**src/rtl/multicycle_alu.sv**
```systemverilog
// Multicycle ALU: single-cycle logic/add/sub ops, iterative shift-add multiply
// and restoring divide (one bit per cycle), valid/ready handshake on both sides.
module multicycle_alu #(
  parameter int WIDTH = 32
) (
  input  logic             clk,
  input  logic             reset,
  input  logic             inValid,
  output logic             inReady,
  input  logic [WIDTH-1:0] inpReadData1,
  input  logic [WIDTH-1:0] inpData2,
  input  logic [2:0]       aluControl,
  output logic             outValid,
  input  logic             outReady,
  output logic [WIDTH-1:0] aluResult,
  output logic             outZero,
  output logic             outCarry,
  output logic             outOverflow,
  output logic             outDivZero
);

  localparam int CW = $clog2(WIDTH) + 1;
  localparam logic [CW-1:0] LAST_ITER = CW'(WIDTH - 1);

  typedef enum logic [1:0] {IDLE, BUSY, DONE} state_t;

  state_t           state_reg, state_next;
  logic [WIDTH-1:0] a_reg, b_reg;       // mul: shifting multiplicand/multiplier; div: divisor in b_reg
  logic [WIDTH-1:0] acc_reg;            // mul: partial product; div: partial remainder
  logic [WIDTH-1:0] quo_reg;            // div: dividend shifting out, quotient shifting in
  logic             is_div_reg;
  logic [CW-1:0]    count_reg;
  logic [WIDTH-1:0] result_reg;
  logic             zero_reg, carry_reg, ovf_reg, divzero_reg;

  logic             accept, multi_op;
  logic [WIDTH:0]   sum_ext, diff_ext;
  logic [WIDTH-1:0] quick_res;
  logic             quick_carry, quick_ovf;
  logic [WIDTH-1:0] mul_acc_next;
  logic [WIDTH:0]   rem_shift;
  logic             div_ge;
  logic [WIDTH-1:0] div_acc_next, div_quo_next, final_res;
  logic             iter_last;

  assign accept    = inValid && inReady;
  assign multi_op  = (aluControl[2:1] == 2'b01);
  assign iter_last = (count_reg == LAST_ITER);

  assign sum_ext  = {1'b0, inpReadData1} + {1'b0, inpData2};
  assign diff_ext = {1'b0, inpReadData1} + {1'b0, ~inpData2} + {{WIDTH{1'b0}}, 1'b1};

  // Single-cycle result and flags, computed straight from the request inputs
  always_comb begin
    quick_res   = '0;
    quick_carry = 1'b0;
    quick_ovf   = 1'b0;
    case (aluControl)
      3'b000: begin
        quick_res   = sum_ext[WIDTH-1:0];
        quick_carry = sum_ext[WIDTH];
        quick_ovf   = (inpReadData1[WIDTH-1] == inpData2[WIDTH-1]) &&
                      (sum_ext[WIDTH-1] != inpReadData1[WIDTH-1]);
      end
      3'b001: begin
        quick_res   = diff_ext[WIDTH-1:0];
        quick_carry = diff_ext[WIDTH];
        quick_ovf   = (inpReadData1[WIDTH-1] != inpData2[WIDTH-1]) &&
                      (diff_ext[WIDTH-1] != inpReadData1[WIDTH-1]);
      end
      3'b100:  quick_res = inpReadData1 & inpData2;
      3'b101:  quick_res = inpReadData1 | inpData2;
      3'b110:  quick_res = inpReadData1 ^ inpData2;
      3'b111:  quick_res = inpReadData1;
      default: quick_res = '0;
    endcase
  end

  // One iteration step of shift-add multiply and restoring divide
  always_comb begin
    mul_acc_next = b_reg[0] ? (acc_reg + a_reg) : acc_reg;
    rem_shift    = {acc_reg, quo_reg[WIDTH-1]};
    div_ge       = (rem_shift >= {1'b0, b_reg});
    div_acc_next = div_ge ? (rem_shift[WIDTH-1:0] - b_reg) : rem_shift[WIDTH-1:0];
    div_quo_next = {quo_reg[WIDTH-2:0], div_ge};
    if (is_div_reg)
      final_res = (b_reg == '0) ? '1 : div_quo_next;
    else
      final_res = mul_acc_next;
  end

  // State register
  always_ff @(posedge clk) begin
    if (reset) state_reg <= IDLE;
    else       state_reg <= state_next;
  end

  // Next-state logic
  always_comb begin
    state_next = state_reg;
    case (state_reg)
      IDLE:    if (accept) state_next = multi_op ? BUSY : DONE;
      BUSY:    if (iter_last) state_next = DONE;
      DONE:    if (outReady) state_next = IDLE;
      default: state_next = IDLE;
    endcase
  end

  // Handshake outputs decoded from state only
  always_comb begin
    inReady  = (state_reg == IDLE);
    outValid = (state_reg == DONE);
  end

  // Operand capture, iteration and result/flag registers; held while in DONE
  always_ff @(posedge clk) begin
    if (reset) begin
      a_reg       <= '0;
      b_reg       <= '0;
      acc_reg     <= '0;
      quo_reg     <= '0;
      is_div_reg  <= 1'b0;
      count_reg   <= '0;
      result_reg  <= '0;
      zero_reg    <= 1'b0;
      carry_reg   <= 1'b0;
      ovf_reg     <= 1'b0;
      divzero_reg <= 1'b0;
    end else begin
      case (state_reg)
        IDLE: if (accept) begin
          a_reg      <= inpReadData1;
          b_reg      <= inpData2;
          quo_reg    <= inpReadData1;
          acc_reg    <= '0;
          is_div_reg <= aluControl[0];
          count_reg  <= '0;
          if (!multi_op) begin
            result_reg  <= quick_res;
            zero_reg    <= (quick_res == '0);
            carry_reg   <= quick_carry;
            ovf_reg     <= quick_ovf;
            divzero_reg <= 1'b0;
          end
        end
        BUSY: begin
          count_reg <= count_reg + 1'b1;
          if (is_div_reg) begin
            acc_reg <= div_acc_next;
            quo_reg <= div_quo_next;
          end else begin
            acc_reg <= mul_acc_next;
            a_reg   <= a_reg << 1;
            b_reg   <= b_reg >> 1;
          end
          if (iter_last) begin
            result_reg  <= final_res;
            zero_reg    <= (final_res == '0);
            carry_reg   <= 1'b0;
            ovf_reg     <= 1'b0;
            divzero_reg <= is_div_reg && (b_reg == '0);
          end
        end
        default: ;
      endcase
    end
  end

  assign aluResult   = result_reg;
  assign outZero     = zero_reg;
  assign outCarry    = carry_reg;
  assign outOverflow = ovf_reg;
  assign outDivZero  = divzero_reg;

endmodule
```
**config.mk**
```make
export PLATFORM = sky130hd
export DESIGN_NAME = multicycle_alu
export DESIGN_NICKNAME = d
export VERILOG_FILES = /design/src/rtl/multicycle_alu.sv
export SDC_FILE = /design/constraint.sdc
export NUM_CORES = 1
export LEC_CHECK = 0
export ABC_AREA = 0
export CAP_MARGIN = 20
export CORE_ASPECT_RATIO = 1.25
export CORE_MARGIN = 1.5
export CORE_UTILIZATION = 50
export CTS_BUF_LIST = sky130_fd_sc_hd__clkbuf_8
export DETAILED_ROUTE_END_ITERATION = 8
export GPL_TIMING_DRIVEN = 1
export PLACE_DENSITY = 0.8
export SLEW_MARGIN = 20
export SYNTH_ARGS = -nofsm -noshare
export SYNTH_HDL_FRONTEND = slang
export SYNTH_SLANG_ARGS = --single-unit
export TNS_END_PERCENT = 100
```
**constraint.sdc**
```tcl
create_clock -name clk -period 4.48 [get_ports clk]
set_clock_uncertainty 0.1 [all_clocks]
set_input_delay 0.896 -clock clk [delete_from_list [all_inputs] [get_ports clk]]
set_output_delay 0.896 -clock clk [all_outputs]
set_load 0.02 [all_outputs]
```
==> flow_summary.json <==
{
  "final_cell_mix": "326 x buf_4, 272 x nor2_1, 227 x nand2_1",
  "yosys_warnings": 0,
  "period_share": 0.9933,
  "cts.sinks": 173,
  "netlist_instances": 2377,
  "io_pins": 109,
  "syn2layout_area_growth_pct": 25.29,
  "hpwlAfterDp_um": 53650,
  "fin_cells": 3161,
  "drc": 0,
  "grt_max_degree": 143,
  "wirelength_um": 68550,
  "start_util": 0.5067,
  "final-setup-viol-count": 0,
  "syn-num-nets": 2621,
  "hold_violations": 0,
  "final_nets": 2923,
  "worst-setup-path-type": "in -> reg",
  "min_period_ns": 4.450,
  "cpPeakStageDelay_ns": 0.62,
  "hold_class": "reg -> reg",
  "synth_ff_type": "dfxtp_1",
  "start_kind": "input port",
  "maxSlewViolCount": 0,
  "syn_area_per_cell_um2": 7.317,
  "fillers": 3149,
  "cellPowerDensity_mw_per_mm2": 248.3,
  "utilization": 0.6348,
  "netlist_area_mm2": 0.01739,
  "clock_latency_ns": 0.51,
  "gp_congestion": 1.067,
  "synth_top_area_share": 0.1991,
  "drive_gt1_frac": 0.1813,
  "crit_arrival_ns": 4.80,
  "place_inst": 3123,
  "max_clock_freq_mhz": 224.7,
  "clk_path_buf_depth": 2,
  "synth_largest_area_cell": "dfxtp_1",
  "crit_required_ns": 4.83,
  "worst-path-max-fanout": 6,
  "clkTransAtPathRegs_ns": 0.10,
  "crit_top_cell": "inv_1",
  "holdBufCountCts": 0,
  "synthArstFlopShare": 0,
  "tightest_slew_ns": 0.9309,
  "rows": 76,
  "avgRoutedWirePerCell_um": 21.69,
  "antenna_found_initial": 2,
  "synth-edff-count": 0,
  "synthTopCellsByArea": "dfxtp_1 20%, ha_1 12%, nor2_1 6.0%",
  "dieHeight_um": 211.5,
  "slowest_stage": "clkdlybuf4s50_1",
  "dr.pass1.iters": 8,
  "max_cap_violations": 0,
  "core_mm2": 0.03433,
  "cts_tree": "yes",
  "grt_pass1_vias": 19300,
  "die_w_um": 169.8,
  "vias_per_cell": 6.407,
  "power_mw": 5.411,
  "ant_nets": 0,
  "ys_ff_latch": 173,
  "cts_buffers": 17,
  "grt_pass1_wl_um": 106100,
  "relSlewSlack": 0.3794,
  "status": "completed",
  "cts_max_level": 4,
  "layout_commonest_cell": "buf_4",
  "leakage_nw": 9.522,
  "io_buffers": 108,
  "min-delay-start": "outDivZero",
  "initialDrtViolationCount": 2407,
  "cts_root_buf": "clkbuf_8",
  "design.die.area_mm2": 0.03592,
  "rsz0062_at_grt": "true",
  "yosysSeqAreaShare": 0.1991,
  "crit_chain": "clkdlybuf4s50_1 -> inv_1 -> ha_2 -> inv_1 -> nor4_2 -> nand3_1 -> o21a_2 -> o21ai_0 -> nand2_1 -> and3_1 -> a211o_1 -> nor3_1 -> nand4b_1 -> or4_1 -> o21ai_1",
  "ys_types": 83,
  "multi_input_area_mm2": 0.01314,
  "vias": 20250,
  "grt_usage": 0.3796,
  "final-seq-area_mm2": 0.003465,
  "critPathLaunch": "inpReadData1[14]",
  "critPathCaptureType": "register",
  "irDropWorstVdd_mv": 0.1607,
  "r2r-start": "a_reg[0]",
  "overflow": 0
}
[worst paths after layout]
path / slack [ns] / endpoint / cells past startpoint
hold / removal: 0.38 / outDivZero / 2
setup / recovery: 0.03 / outZero / 15
hold reg to reg: 0.38 / outDivZero / 2
setup reg to reg: 0.24 / outZero / 14
[critical path: cells and delay by family]
kind,cells,cell delay (ns)
compound gates,4,0.95
fa+ha+maj,1,0.40
buf+inv,3,0.85
simple gates,7,1.70
[power by group]
part / switching [mW] / leakage [nW] / internal (mW)
combinational: 1.40 / 7.91 / 1.04
sequential: 0.153 / 1.42 / 1.66
clock: 0.645 / 0.195 / 0.519
[per-stage QoR]
stage                     instance area [µm²]  setup slack (ns)  hold WS, ns  setup TNS [ns]
after floorplan                         17390            0.2531       0.3511               0
after global placement                  20960           -0.7249       0.3433          -4.428
after global routing                    21790          -0.02610       0.4020        -0.02610
after detailed placement                20960           -0.7935       0.3561          -5.419
after CTS                               21510          0.005668       0.3722               0
final                                   21790           0.03013       0.3760               0
[synth_stat cells (9+ instances only)]
cell type	count
a32o_1	11
buf_1	12
o21ai_0	112
a211oi_1	94
a211o_1	13
mux4_2	22
o22ai_1	9
a21oi_1	205
nand4_1	17
dfxtp_1	173
clkbuf_1	130
a31oi_1	30
inv_1	167
nand2b_1	32
a222oi_1	17
ha_1	169
a22oi_1	16
o21bai_1	16
mux2i_1	20
nor4_1	28
a22o_1	9
mux2_2	9
a311oi_1	41
and2_1	15
nor2b_1	29
o21a_1	23
nand3_1	38
o211ai_1	37
and3_1	13
xor2_1	22
a21o_1	44
o31ai_1	16
xnor2_1	51
or2_2	9
nor2_1	277
or3_1	12
nor3_1	71
nand2_1	228
[metal layers]
metal	global-route usage	vias up	wire length, µm
met4	0.2197	2	3971
met5	0	-	14
met1	0.5020	9513	27810
met3	0.04113	244	6288
met2	0.5989	1196	30470
li1	-	9297	-
[layout make-up]
class,instances,area share
multi-input combinational,1885,0.6031
timing repair buffer,435,0.1636
sequential,173,0.1590
inverter,167,0.02876
tap,468,0.02687
clock buffer,18,0.01137
clock inverter,14,0.007234
antenna,1,0.0001148
[kinds of logic after synthesis]
logic type / Yosys count / share of synthesized area
flip-flops: 173 / 0.1991
AND/OR/NAND/NOR: 805 / 0.2134
AO/OA/AOI/OAI: 783 / 0.3087
XOR/XNOR: 73 / 0.03676
buffers and inverters: 319 / 0.07007
adder cells (fa/ha/maj): 173 / 0.1262
multiplexers: 51 / 0.04582
[timing repair]
item	in CTS	in global routing
setup endpoints to repair	3	5
cloned	0	0
setup buffers	4	1
pin swaps	11	14
gates resized for setup	24	61
(Power assumes the default switching activity.)
